<file path="src/rtl/serial_adder_pkg.sv">
// serial_adder_pkg: FSM state encoding and default operand width for serial_adder.
package serial_adder_pkg;
  typedef enum logic [1:0] {IDLE, SHIFT, DONE} state_t;
  localparam int WIDTH_DEF = 8;
endpackage

</file>
<file path="src/rtl/serial_adder_fulladder.sv">
// fulladder: one-bit full adder used as the serial adder's datapath.
module fulladder (
  input  logic a,
  input  logic b,
  input  logic c,
  output logic s,
  output logic cout
);
  assign s    = a ^ b ^ c;
  assign cout = (a & b) | (c & (a ^ b));
endmodule

</file>
<file path="src/rtl/serial_adder.sv">
// serial_adder: LSB-first bit-serial adder, WIDTH cycles per operation.
// Define SERIAL_ADDER_OVF_EN to add the signed-overflow output ovf.
module serial_adder
  import serial_adder_pkg::*;
#(
  parameter int WIDTH = WIDTH_DEF
) (
  input  logic             clk,
  input  logic             reset,
  input  logic             start,
  input  logic [WIDTH-1:0] a,
  input  logic [WIDTH-1:0] b,
  input  logic             cin,
  output logic             busy,
  output logic             done,
  output logic [WIDTH-1:0] sum,
  output logic             cout
`ifdef SERIAL_ADDER_OVF_EN
  ,
  output logic             ovf
`endif
);
  localparam int CW = $clog2(WIDTH);
  localparam logic [CW-1:0] LAST = CW'(WIDTH - 1);
  state_t           r_state;
  logic [CW-1:0]    r_cnt;
  logic [WIDTH-1:0] r_a, r_b, r_sh, r_sum;
  logic             r_carry, r_cout;
  logic             w_s, w_co;
  logic             w_last;
  fulladder u_fa (.a(r_a[0]), .b(r_b[0]), .c(r_carry), .s(w_s), .cout(w_co));
  assign w_last = r_cnt == LAST;
  // Results are published only on the final shift edge so sum never shows partial bits.
  always_ff @(posedge clk) begin
    if (reset) begin
      r_state <= IDLE;
      r_cnt   <= '0;
      r_carry <= 1'b0;
      r_sum   <= '0;
      r_cout  <= 1'b0;
    end else if (r_state == SHIFT) begin
      r_a     <= r_a >> 1;
      r_b     <= r_b >> 1;
      r_sh    <= {w_s, r_sh[WIDTH-1:1]};
      r_carry <= w_co;
      r_cnt   <= w_last ? '0 : r_cnt + 1'b1;
      if (w_last) begin
        r_state <= DONE;
        r_sum   <= {w_s, r_sh[WIDTH-1:1]};
        r_cout  <= w_co;
      end
    end else if (start) begin
      r_state <= SHIFT;
      r_a     <= a;
      r_b     <= b;
      r_carry <= cin;
      r_cnt   <= '0;
    end else begin
      r_state <= IDLE;
    end
  end
`ifdef SERIAL_ADDER_OVF_EN
  logic r_ovf;
  // On the last shift the registered carry is the carry into the MSB.
  always_ff @(posedge clk) begin
    if (reset) r_ovf <= 1'b0;
    else if (r_state == SHIFT && w_last) r_ovf <= r_carry ^ w_co;
  end
  assign ovf = r_ovf;
`endif
  assign busy = r_state == SHIFT;
  assign done = r_state == DONE;
  assign sum  = r_sum;
  assign cout = r_cout;
endmodule

</file>
<file path="config.mk">
export PLATFORM = sky130hd
export DESIGN_NAME = serial_adder
export DESIGN_NICKNAME = d
export VERILOG_FILES = /design/src/rtl/serial_adder_pkg.sv /design/src/rtl/serial_adder_fulladder.sv /design/src/rtl/serial_adder.sv
export SDC_FILE = /design/constraint.sdc
export NUM_CORES = 1
export LEC_CHECK = 0
export CAP_MARGIN = 40
export CORE_ASPECT_RATIO = 1.5
export CORE_MARGIN = 5
export CORE_UTILIZATION = 49
export CTS_CLUSTER_DIAMETER = 150
export CTS_CLUSTER_SIZE = 12
export DETAILED_ROUTE_END_ITERATION = 12
export PLACE_DENSITY = 0.76
export SLEW_MARGIN = 30
export SYNTH_ARGS = -nofsm -noshare
export SYNTH_HDL_FRONTEND = slang
export SYNTH_SLANG_ARGS = --single-unit
export TNS_END_PERCENT = 10
</file>
<file path="constraint.sdc">
create_clock -name clk -period 2.6 [get_ports clk]
set_input_delay 0.65 -clock clk [delete_from_list [all_inputs] [get_ports clk]]
set_output_delay 0.65 -clock clk [all_outputs]
set_load 0.01 [all_outputs]
</file>
==> flow_summary.toml <==
[outcome]
outcome = "completed"

[synth]
synth_top_cell_area_share = 0.4615
yosysUniqueCellTypes = 22
synth-simple-area-share = 0.2258
synth-xor-area-share = 0
synth.area.top_cells = "edfxtp_1 46%, dfxtp_1 20%, nand2_1 16%"
ys_warn_count = 0
synthCells = 142
synth-compound-area-share = 0.05268
seq_area_frac_synth = 0.6622
syn_area_sq_mm = 0.001496
synth_mux_area_frac = 0
ys_ff_latch = 38
syn_nets = 165
syn_avg_cell_area_sq_um = 10.54
synth_top_area_cell = "edfxtp_1"
synth_fa_ha_area_frac = 0.03010
synth_top_family_by_area = "simple AND/OR/NAND/NOR gates"

[cts]
postCtsHoldBufs = 0
cts_resized = 0
cts_buffers = 5
cts_setup_buffers = 0
htreeDepth = 2
clockBufferDepth = 2
cts_sinks = 38
cts_tree = "built"
clock_latency_ns = 0.28
clk_pin_slew_worst_paths_ns = 0.07
cts-root-buf = "clkbuf_8"

[grt]
grt_max_degree = 23
grt_usage = 0.1432
grt_pass1_vias = 1059
overflow = 0
grt_first_pass_wirelength_um = 4381
grt_antenna_before_repair = 0

[critical_path]
r2r-end = "r_b[0]$_DFFE_PP_"
slowest_delay_ns = 0.55
startpoint_type = "register"
endpoint_kind = "output pin"
critPathSlowestCell = "clkdlybuf4s50_1"
critPathTopFamily = "buffers and inverters"
reg2reg_from = "r_state[0]$_SDFFE_PP0P_"
cp.arrival_ns = 1.54
ff2ff_setup_slack_ns = 0.95
cp_cell_sequence = "nand2b_4, inv_2, clkdlybuf4s50_1"
crit_buf_inv = 2
crit_type = "reg -> out"
cp_max_fo = 22
r2r_cells = 6
crit_required_ns = 1.95

[placed_design]
placed_cell_area_sq_mm = 0.001832
dp.cells = 208
finalWeightedCongestion = 0.8254
dpl.hpwl_um = 2134
port-buffer-count = 30

[cells_and_area]
drive_gt1_frac = 0.06215
diodes = 0
final_common_cell = "nand2_1"
layout.nets = 199
design_area_sq_mm = 0.001912
final_cells = 216
final_cell_mix = "62 x nand2_1, 30 x clkdlybuf4s50_1, 23 x edfxtp_1"
area_growth_pct = 27.76
nFillCells = 268

[timing]
finalMaxSlewViolations = 0
slew_headroom = 0.6175
period_needed_ns = 2.186
tns_ns = 0
setup_viol = 0
finClkSkew_ns = 0.005961
clock.fmax_mhz = 457.5
rsz0062_at_grt = "false"
finalCritPeriodShare = 0.8407
tightest_slew_ns = 0.5716
whs_ns = 0.4525
hold_viol = 0

[hold_path]
whs_path_depth = 2
min_from = "sum[2]$_SDFFE_PP0P_"
hold_class = "reg -> reg"
min_to = "sum[2]$_SDFFE_PP0P_"

[drt]
wl_met3_um = 207
via_count = 1082
top_layer_used = "met4"
vias_per_cell = 5.009
avgRoutedWirePerCell_um = 12.63
wl_met2_um = 1503
drt-total-wl_um = 2728
detail_route.first_pass.iterations = 4
wl_met1_um = 924
postRouteAntennaNets = 0
drt_iter0_drc = 29
drc = 0

[floorplan]
start_util = 0.5137
ios = 31
row_count = 24
die_h_um = 77.68
fp.dieArea_sq_mm = 0.004282
die_width_um = 55.12
design.core.area_sq_mm = 0.002913

[power]
power.total_uw = 1151
power.leakage_uw = 0.0007325
powerDensity_mw_per_mm2 = 602.2
max-vdd-ir-drop_mv = 0.3878

[run]
maxCapViolations = 0
[synthesized netlist by cell type]
master / n
dfxtp_1: 15
a211oi_2: 1
inv_2: 1
ha_1: 2
clkbuf_1: 1
buf_4: 3
nor3_1: 1
inv_1: 1
a21oi_1: 12
nand2_1: 62
and2_1: 3
nand3b_1: 2
nand3_1: 2
nand2b_4: 1
nor2_1: 5
nor4b_1: 1
a31oi_1: 1
fa_1: 1
and3b_1: 1
edfxtp_1: 23
buf_2: 2
nor2b_1: 1
[registers in the layout, summed over array words and instances, names as in the netlist]
signal	flops
sum	8
r_sh	7
r_a	8
r_b	8
cout	1
r_cnt	3
r_carry	1
r_state	2
[worst register-to-register path, delay by kind of cell, from the launching register on]
| kind | cells | cell delay (ns) |
|---|---|---|
| DFF | 1 | 0.42 |
| and+or+nand+nor | 3 | 0.36 |
| buffers and inverters | 3 | 0.56 |
[area by class of cell]
class | count | area [sq um] | share of cell area
sequential | 38 | 991.0 | 0.5183
multi-input combinational | 96 | 461.7 | 0.2415
timing repair buffer | 33 | 322.8 | 0.1688
clock buffer | 8 | 80.08 | 0.04188
tap | 39 | 48.80 | 0.02552
inverter | 2 | 7.507 | 0.003927
[kinds of logic (layout without fill, tap and decap cells)]
logic type,Yosys count,count (layout)
AO/OA/AOI/OAI,14,14
flip-flops,38,38
AND/OR/NAND/NOR,79,79
adder cells (fa/ha/maj),3,3
buffers and inverters,8,43
[per-layer routing]
| metal | track usage | vias to the layer above |
|---|---|---|
| met3 | 0.04598 | 7 |
| met2 | 0.2464 | 42 |
| met1 | 0.1353 | 497 |
| met4 | 0.09489 | 0 |
| met5 | 0 | - |
| li1 | - | 536 |
[where the power goes]
part | internal, uW | leakage [uW] | switching [uW]
logic | 50.0 | 0.000353 | 50.1
registers | 672 | 0.000340 | 11.9
clock network | 190 | 0.0000395 | 177
total | 912 | 0.000733 | 239
[through the flow]
step | utilization | setup WS (ns)
after floorplan | - | 0.5148
after global placement | 0.6289 | 0.6517
after detailed placement | 0.6289 | 0.6616
after CTS | 0.6564 | 0.3841
after global routing | 0.6564 | 0.3432
final | 0.6564 | 0.4143
[worst max-delay path by stage]
| stage | from | endpoint | slack, ns | depth (start not counted) |
|---|---|---|---|---|
| 3_3_place_gp | reset | r_a[7]$_SDFFCE_PP0P_ | 0.65 | 4 |
| 2_1_floorplan | reset | r_a[0]$_DFFE_PP_ | 0.51 | 3 |
| 5_1_grt | r_state[0]$_SDFFE_PP0P_ | busy | 0.34 | 3 |
| 3_5_place_dp | reset | r_a[6]$_DFFE_PP_ | 0.66 | 4 |
| 6_report | r_state[0]$_SDFFE_PP0P_ | busy | 0.41 | 3 |
| 4_1_cts | r_state[0]$_SDFFE_PP0P_ | busy | 0.38 | 3 |
(Power assumes the default switching activity.)
